## config.mk

```make
export PLATFORM = sky130hd
export DESIGN_NAME = core_bus_avalon
export DESIGN_NICKNAME = d
export VERILOG_FILES = /design/src/rtl/core_bus_avalon.sv
export SDC_FILE = /design/constraint.sdc
export NUM_CORES = 1
export LEC_CHECK = 0
export ABC_AREA = 1
export BUFFER_PORTS_ARGS = -buffer_cell sky130_fd_sc_hd__buf_2
export CORE_MARGIN = 8
export CORE_UTILIZATION = 30
export DETAILED_ROUTE_END_ITERATION = 8
export PLACE_DENSITY = 0.62
export SETUP_SLACK_MARGIN = 0.05
export SYNTH_ARGS = -nofsm -noshare
export SYNTH_HDL_FRONTEND = slang
export SYNTH_SLANG_ARGS = --single-unit
```

## constraint.sdc

```tcl
create_clock -name clk -period 1.3 [get_ports clk]
set_input_delay 0.13 -clock clk [delete_from_list [all_inputs] [get_ports clk]]
set_output_delay 0.13 -clock clk [all_outputs]
set_load 0.01 [all_outputs]
```

## src/rtl/core_bus_avalon.sv

```systemverilog
// Core bus to Avalon-MM pipelined master bridge; one outstanding transaction, no bursts.
// Optional request timeout is enabled by defining CORE_BUS_TIMEOUT_EN.
module core_bus_avalon #(
  parameter int unsigned ADDR_W         = 30,
  parameter int unsigned TIMEOUT_CYCLES = 1024
) (
  input  logic              clk,
  input  logic              rst_n,
  input  logic [ADDR_W-1:0] bus_addr,
  input  logic              bus_start,
  input  logic              bus_write,
  input  logic [31:0]       bus_data_wr,
  input  logic [3:0]        bus_data_be,
  output logic              bus_ready,
  output logic [31:0]       bus_data_rd,
  output logic [31:0]       avl_address,
  output logic              avl_read,
  output logic              avl_write,
  output logic [31:0]       avl_writedata,
  output logic [3:0]        avl_byteenable,
  input  logic              avl_waitrequest,
  input  logic [31:0]       avl_readdata,
  input  logic              avl_readdatavalid,
  output logic              bus_timeout
);

  typedef enum logic [1:0] {StIdle, StReq, StRdWait, StDone} state_e;

  state_e              state_q, state_d;
  logic [ADDR_W-1:0]   addr_q;
  logic [31:0]         wdata_q;
  logic [3:0]          be_q;
  logic                write_q, write_d;
  logic [31:0]         rdata_q, rdata_d;
  logic                ready_q, ready_d;
  logic                read_q, read_d;
  logic                wr_req_q, wr_req_d;
  logic                accept_start;

  assign accept_start = (state_q == StIdle) && bus_start;

`ifdef CORE_BUS_TIMEOUT_EN
  localparam int unsigned CntW = $clog2(TIMEOUT_CYCLES + 1) + 1;
  logic [CntW-1:0] cnt_q, cnt_d;
  logic            tmo_q, tmo_d;
`endif

  always_comb begin
    state_d = state_q;
    rdata_d = rdata_q;
    write_d = accept_start ? bus_write : write_q;
`ifdef CORE_BUS_TIMEOUT_EN
    tmo_d   = tmo_q;
`endif
    unique case (state_q)
      StIdle: begin
        if (bus_start) state_d = StReq;
      end
      StReq: begin
        if (!avl_waitrequest) begin
          if (write_q) begin
            state_d = StDone;
          end else if (avl_readdatavalid) begin
            rdata_d = avl_readdata;
            state_d = StDone;
          end else begin
            state_d = StRdWait;
          end
        end
      end
      StRdWait: begin
        if (avl_readdatavalid) begin
          rdata_d = avl_readdata;
          state_d = StDone;
        end
      end
      StDone: state_d = StIdle;
      default: state_d = StIdle;
    endcase
`ifdef CORE_BUS_TIMEOUT_EN
    // A normal completion in the final cycle wins over the forced one.
    if ((state_q == StReq || state_q == StRdWait) && (state_d == state_q) &&
        (cnt_q == CntW'(TIMEOUT_CYCLES - 1))) begin
      state_d = StDone;
      rdata_d = 32'hDEAD_BEEF;
      tmo_d   = 1'b1;
    end
    if (state_d != state_q) begin
      cnt_d = '0;
    end else if (state_q == StReq || state_q == StRdWait) begin
      cnt_d = cnt_q + 1'b1;
    end else begin
      cnt_d = cnt_q;
    end
`endif
    // Request/ready flops are loaded from the next state so the outputs stay registered.
    read_d   = (state_d == StReq) && !write_d;
    wr_req_d = (state_d == StReq) && write_d;
    ready_d  = (state_d == StDone);
  end

  always_ff @(posedge clk or negedge rst_n) begin
    if (!rst_n) begin
      state_q  <= StIdle;
      addr_q   <= '0;
      wdata_q  <= '0;
      be_q     <= '0;
      write_q  <= 1'b0;
      rdata_q  <= '0;
      ready_q  <= 1'b0;
      read_q   <= 1'b0;
      wr_req_q <= 1'b0;
    end else begin
      state_q  <= state_d;
      write_q  <= write_d;
      rdata_q  <= rdata_d;
      ready_q  <= ready_d;
      read_q   <= read_d;
      wr_req_q <= wr_req_d;
      if (accept_start) begin
        addr_q  <= bus_addr;
        wdata_q <= bus_data_wr;
        be_q    <= bus_data_be;
      end
    end
  end

`ifdef CORE_BUS_TIMEOUT_EN
  always_ff @(posedge clk or negedge rst_n) begin
    if (!rst_n) begin
      cnt_q <= '0;
      tmo_q <= 1'b0;
    end else begin
      cnt_q <= cnt_d;
      tmo_q <= tmo_d;
    end
  end
  assign bus_timeout = tmo_q;
`else
  assign bus_timeout = 1'b0;
`endif

  assign bus_ready      = ready_q;
  assign bus_data_rd    = rdata_q;
  assign avl_address    = 32'({addr_q, 2'b00});
  assign avl_read       = read_q;
  assign avl_write      = wr_req_q;
  assign avl_writedata  = wdata_q;
  assign avl_byteenable = be_q;

`ifndef SYNTHESIS
  // A start in DONE is legal (dropped, core re-pulses); only REQ/RDWAIT count as busy.
  always @(posedge clk) begin
    if (rst_n) begin
      assert (!(bus_start && (state_q == StReq || state_q == StRdWait)))
        else $warning("start while busy");
    end
  end
`endif

endmodule

```

==> flow_summary.toml <==
[clock_tree]
clock_latency_ns = 0.35
cts.sinks = 104
clockBufferDepth = 2
clk_pin_slew_ns = 0.08
tritoncts = "done"
cts_root_buf = "clkbuf_16"
cts_buffers = 9
cts_max_level = 3

[synth]
async_flop_share_pct = 100
synth.most_common_cell = "nand2_1"
synth_area_um2 = 4280
synth-xor-area-share_pct = 0
synth_seq_cells = 104
synth_adder_area_share_pct = 0
yosysWarnings = 0
ys_seq_area_share_pct = 60.7
synth-simple-area-share_pct = 24.1
synth_top_family_by_area = "simple AND/OR/NAND/NOR gates"
synth_common_cells = "nand2_1 (173), dfrtp_1 (104), nand3_1 (68), inv_1 (38), o21ai_2 (33)"
synthFlopType = "dfrtp_1"
yosysUniqueCellTypes = 17
synth_top_cell_area_share_pct = 60.7
yosysTopAreaCell = "dfrtp_1"
ys_top_cells_by_area = "dfrtp_1 (61%), nand2_1 (15%), nand3_1 (7.9%)"
syn_area_per_cell_um2 = 9.39
syn_inst = 456
muxShareOfSynthArea_pct = 0
synth_edf_count = 0
synth_compound_area_share_pct = 6.98

[floorplanning]
io_pins = 208
die_h_um = 136
core_um2 = 13900
die_x_um = 136
num_rows = 43
die_area_um2 = 18400
start_util_pct = 30.7

[hold_path]
hp-class = "input port to flop"

[routing]
drc_errors = 0
drt_iter0_markers = 189
vias = 3864
vias_per_cell = 4.50
ant_nets = 0
wl_per_cell_um = 16.7
totalWireLength_um = 14300
dr.pass1.iters = 4

[pwr]
power_frac_comb_pct = 46.7
ir_drop_uv = 1060
power.leakage_nw = 3.59
seqPwrFrac_pct = 36.3
power.switching_mw = 5.96
clkPwrFrac_pct = 17.0
swShare_pct = 39.1
internal-power_mw = 9.28
pwr_density_cell_nw_per_um2 = 2420

[timing]
setup-violations-final = 5
slew_violations = 0
post-route-period-util_pct = 101
finClkSkew_ns = 0.00816
setup_ws_ns = -0.0152
fmax_ghz = 0.760
hold_viol = 0
rsz0062_at_grt = "yes"
fin_hold_ws_ns = 0.00820
period_needed_ns = 1.32

[setup_path]
crit_path_end_kind = "flop"
crit_fanout = 8
arrival_ns = 1.59
crit_type = "flop to flop"
required_ns = 1.58
cp-start-kind = "flop"

[status]
violations = "setup timing"
outcome = "complete, but fails checks"

[finish]
nNetsFinal = 778
syn2layout_area_growth_pct = 47.0
final_cells = 859
fillers = 1375
drive_gt1_share_pct = 44.6
antenna_cells = 0

[global_route]
grt_pass1_vias = 3961
antenna_found_initial = 0
track_usage_pct = 13.9
grt_first_pass_wirelength_um = 20400
grt_max_degree = 70
overflow = 0

[place]
gp_routability_congestion = 0.735
port_buffers = 204
dp_hpwl_um = 8940
place.detailed.instances = 823

[run]
max-cap-violations = 0
through the flow:
stage / power (mW) / worst slack (ns) / util (%) / cell area, µm² / TNS, ns
2_1_floorplan: 8.65 / 0.0823 / - / 4290 / 0
3_3_place_gp: 10.9 / 0.0403 / 39.5 / 5500 / 0
3_5_place_dp: 11.2 / -0.0348 / 39.5 / 5500 / -0.281
4_1_cts: 14.4 / 0.0174 / 42.7 / 5940 / 0
5_1_grt: 16.3 / -0.0760 / 45.2 / 6300 / -3.61
6_report: 15.2 / -0.0152 / 45.2 / 6300 / -0.0264
power by group through the flow:
stage / Combinational [mW] / Sequential [mW] / Clock (mW)
global route: 7.77 / 5.70 / 2.83
CTS: 6.14 / 5.53 / 2.69
detailed placement: 5.62 / 5.55 / 0
global placement: 5.45 / 5.50 / 0
floorplan: 2.46 / 6.20 / 0
finish: 7.11 / 5.53 / 2.60
metal layers:
metal  vias to the layer above  wire, µm  track usage (%)  part of all wire [%]
met1                      1837      6030             16.7                    42
met2                       151      6800             22.4                    47
li1                       1861         -                -                     -
met5                         -         0                0                     0
met3                        15      1240             4.67                   8.7
met4                         0       236             5.49                   1.6
cells by family (layout without fill, tap and decap cells):
group                  after synthesis  in the layout
AND/OR/NAND/NOR                    247            248
flip-flops                         104            104
buffers and inverters               69            289
AO/OA/AOI/OAI                       35             35
other                                1              3
registers in the layout, indices dropped and copies added (netlist names):
register and count:
avl_writedata 32, write_q 1, bus_ready 1, avl_write 1, bus_data_rd 32, addr_q 30, avl_read 1, avl_byteenable 4
state_q 2
cell usage in the layout, fill, tap and decap left out, drive strengths merged:
cell type    instances
dlygate4sd3          3
o21ai               35
clkbuf              19
buf                223
nand3               69
nand2              174
inv                 41
dfrtp              104
nand4                1
nor2                 4
conb                 3
clkinv               3
worst paths after layout:
check                                              start                             to  slack [ns]  depth (start not counted)
hold reg to reg            avl_writedata[15]$_DFFE_PN0N_  avl_writedata[15]$_DFFE_PN0N_        0.47                          2
max in group asynchronous                          rst_n           state_q[1]$_DFF_PN0_        0.58                          3
min in group asynchronous                          rst_n         addr_q[27]$_DFFE_PN0N_        0.31                          3
setup reg to reg                    state_q[0]$_DFF_PN0_  avl_writedata[10]$_DFFE_PN0N_       -0.02                          7
setup / recovery                    state_q[0]$_DFF_PN0_  avl_writedata[10]$_DFFE_PN0N_       -0.02                          7
hold / removal                               bus_addr[2]          addr_q[2]$_DFFE_PN0N_       0.008                          3
repair_timing:
action | CTS | global route
endpoints found under the hold margin | 106 | 0
pin swaps | 0 | 16
hold buffers | 3 | 0
resized for setup | 10 | 27
setup buffers | 3 | 1
setup endpoints to repair | 91 | 101
cloned | 3 | 10
layout make-up:
cell class	count	area [µm²]	share of cell area [%]
inverter	39	146	2.33
clock inverter	5	40.0	0.636
tap	180	225	3.58
clock buffer	11	243	3.86
timing repair buffer	234	1600	25.3
sequential	104	2600	41.4
multi-input combinational	286	1440	22.9
worst max-delay path: stages (launching register included):
cell	delay, ns
dfrtp_1	0.39
buf_4	0.14
nor2_4	0.10
buf_12	0.14
buf_12	0.13
clkbuf_16	0.16
nand3_1	0.07
nand2_1	0.10
No activity file was read; power rests on OpenSTA's default activity.
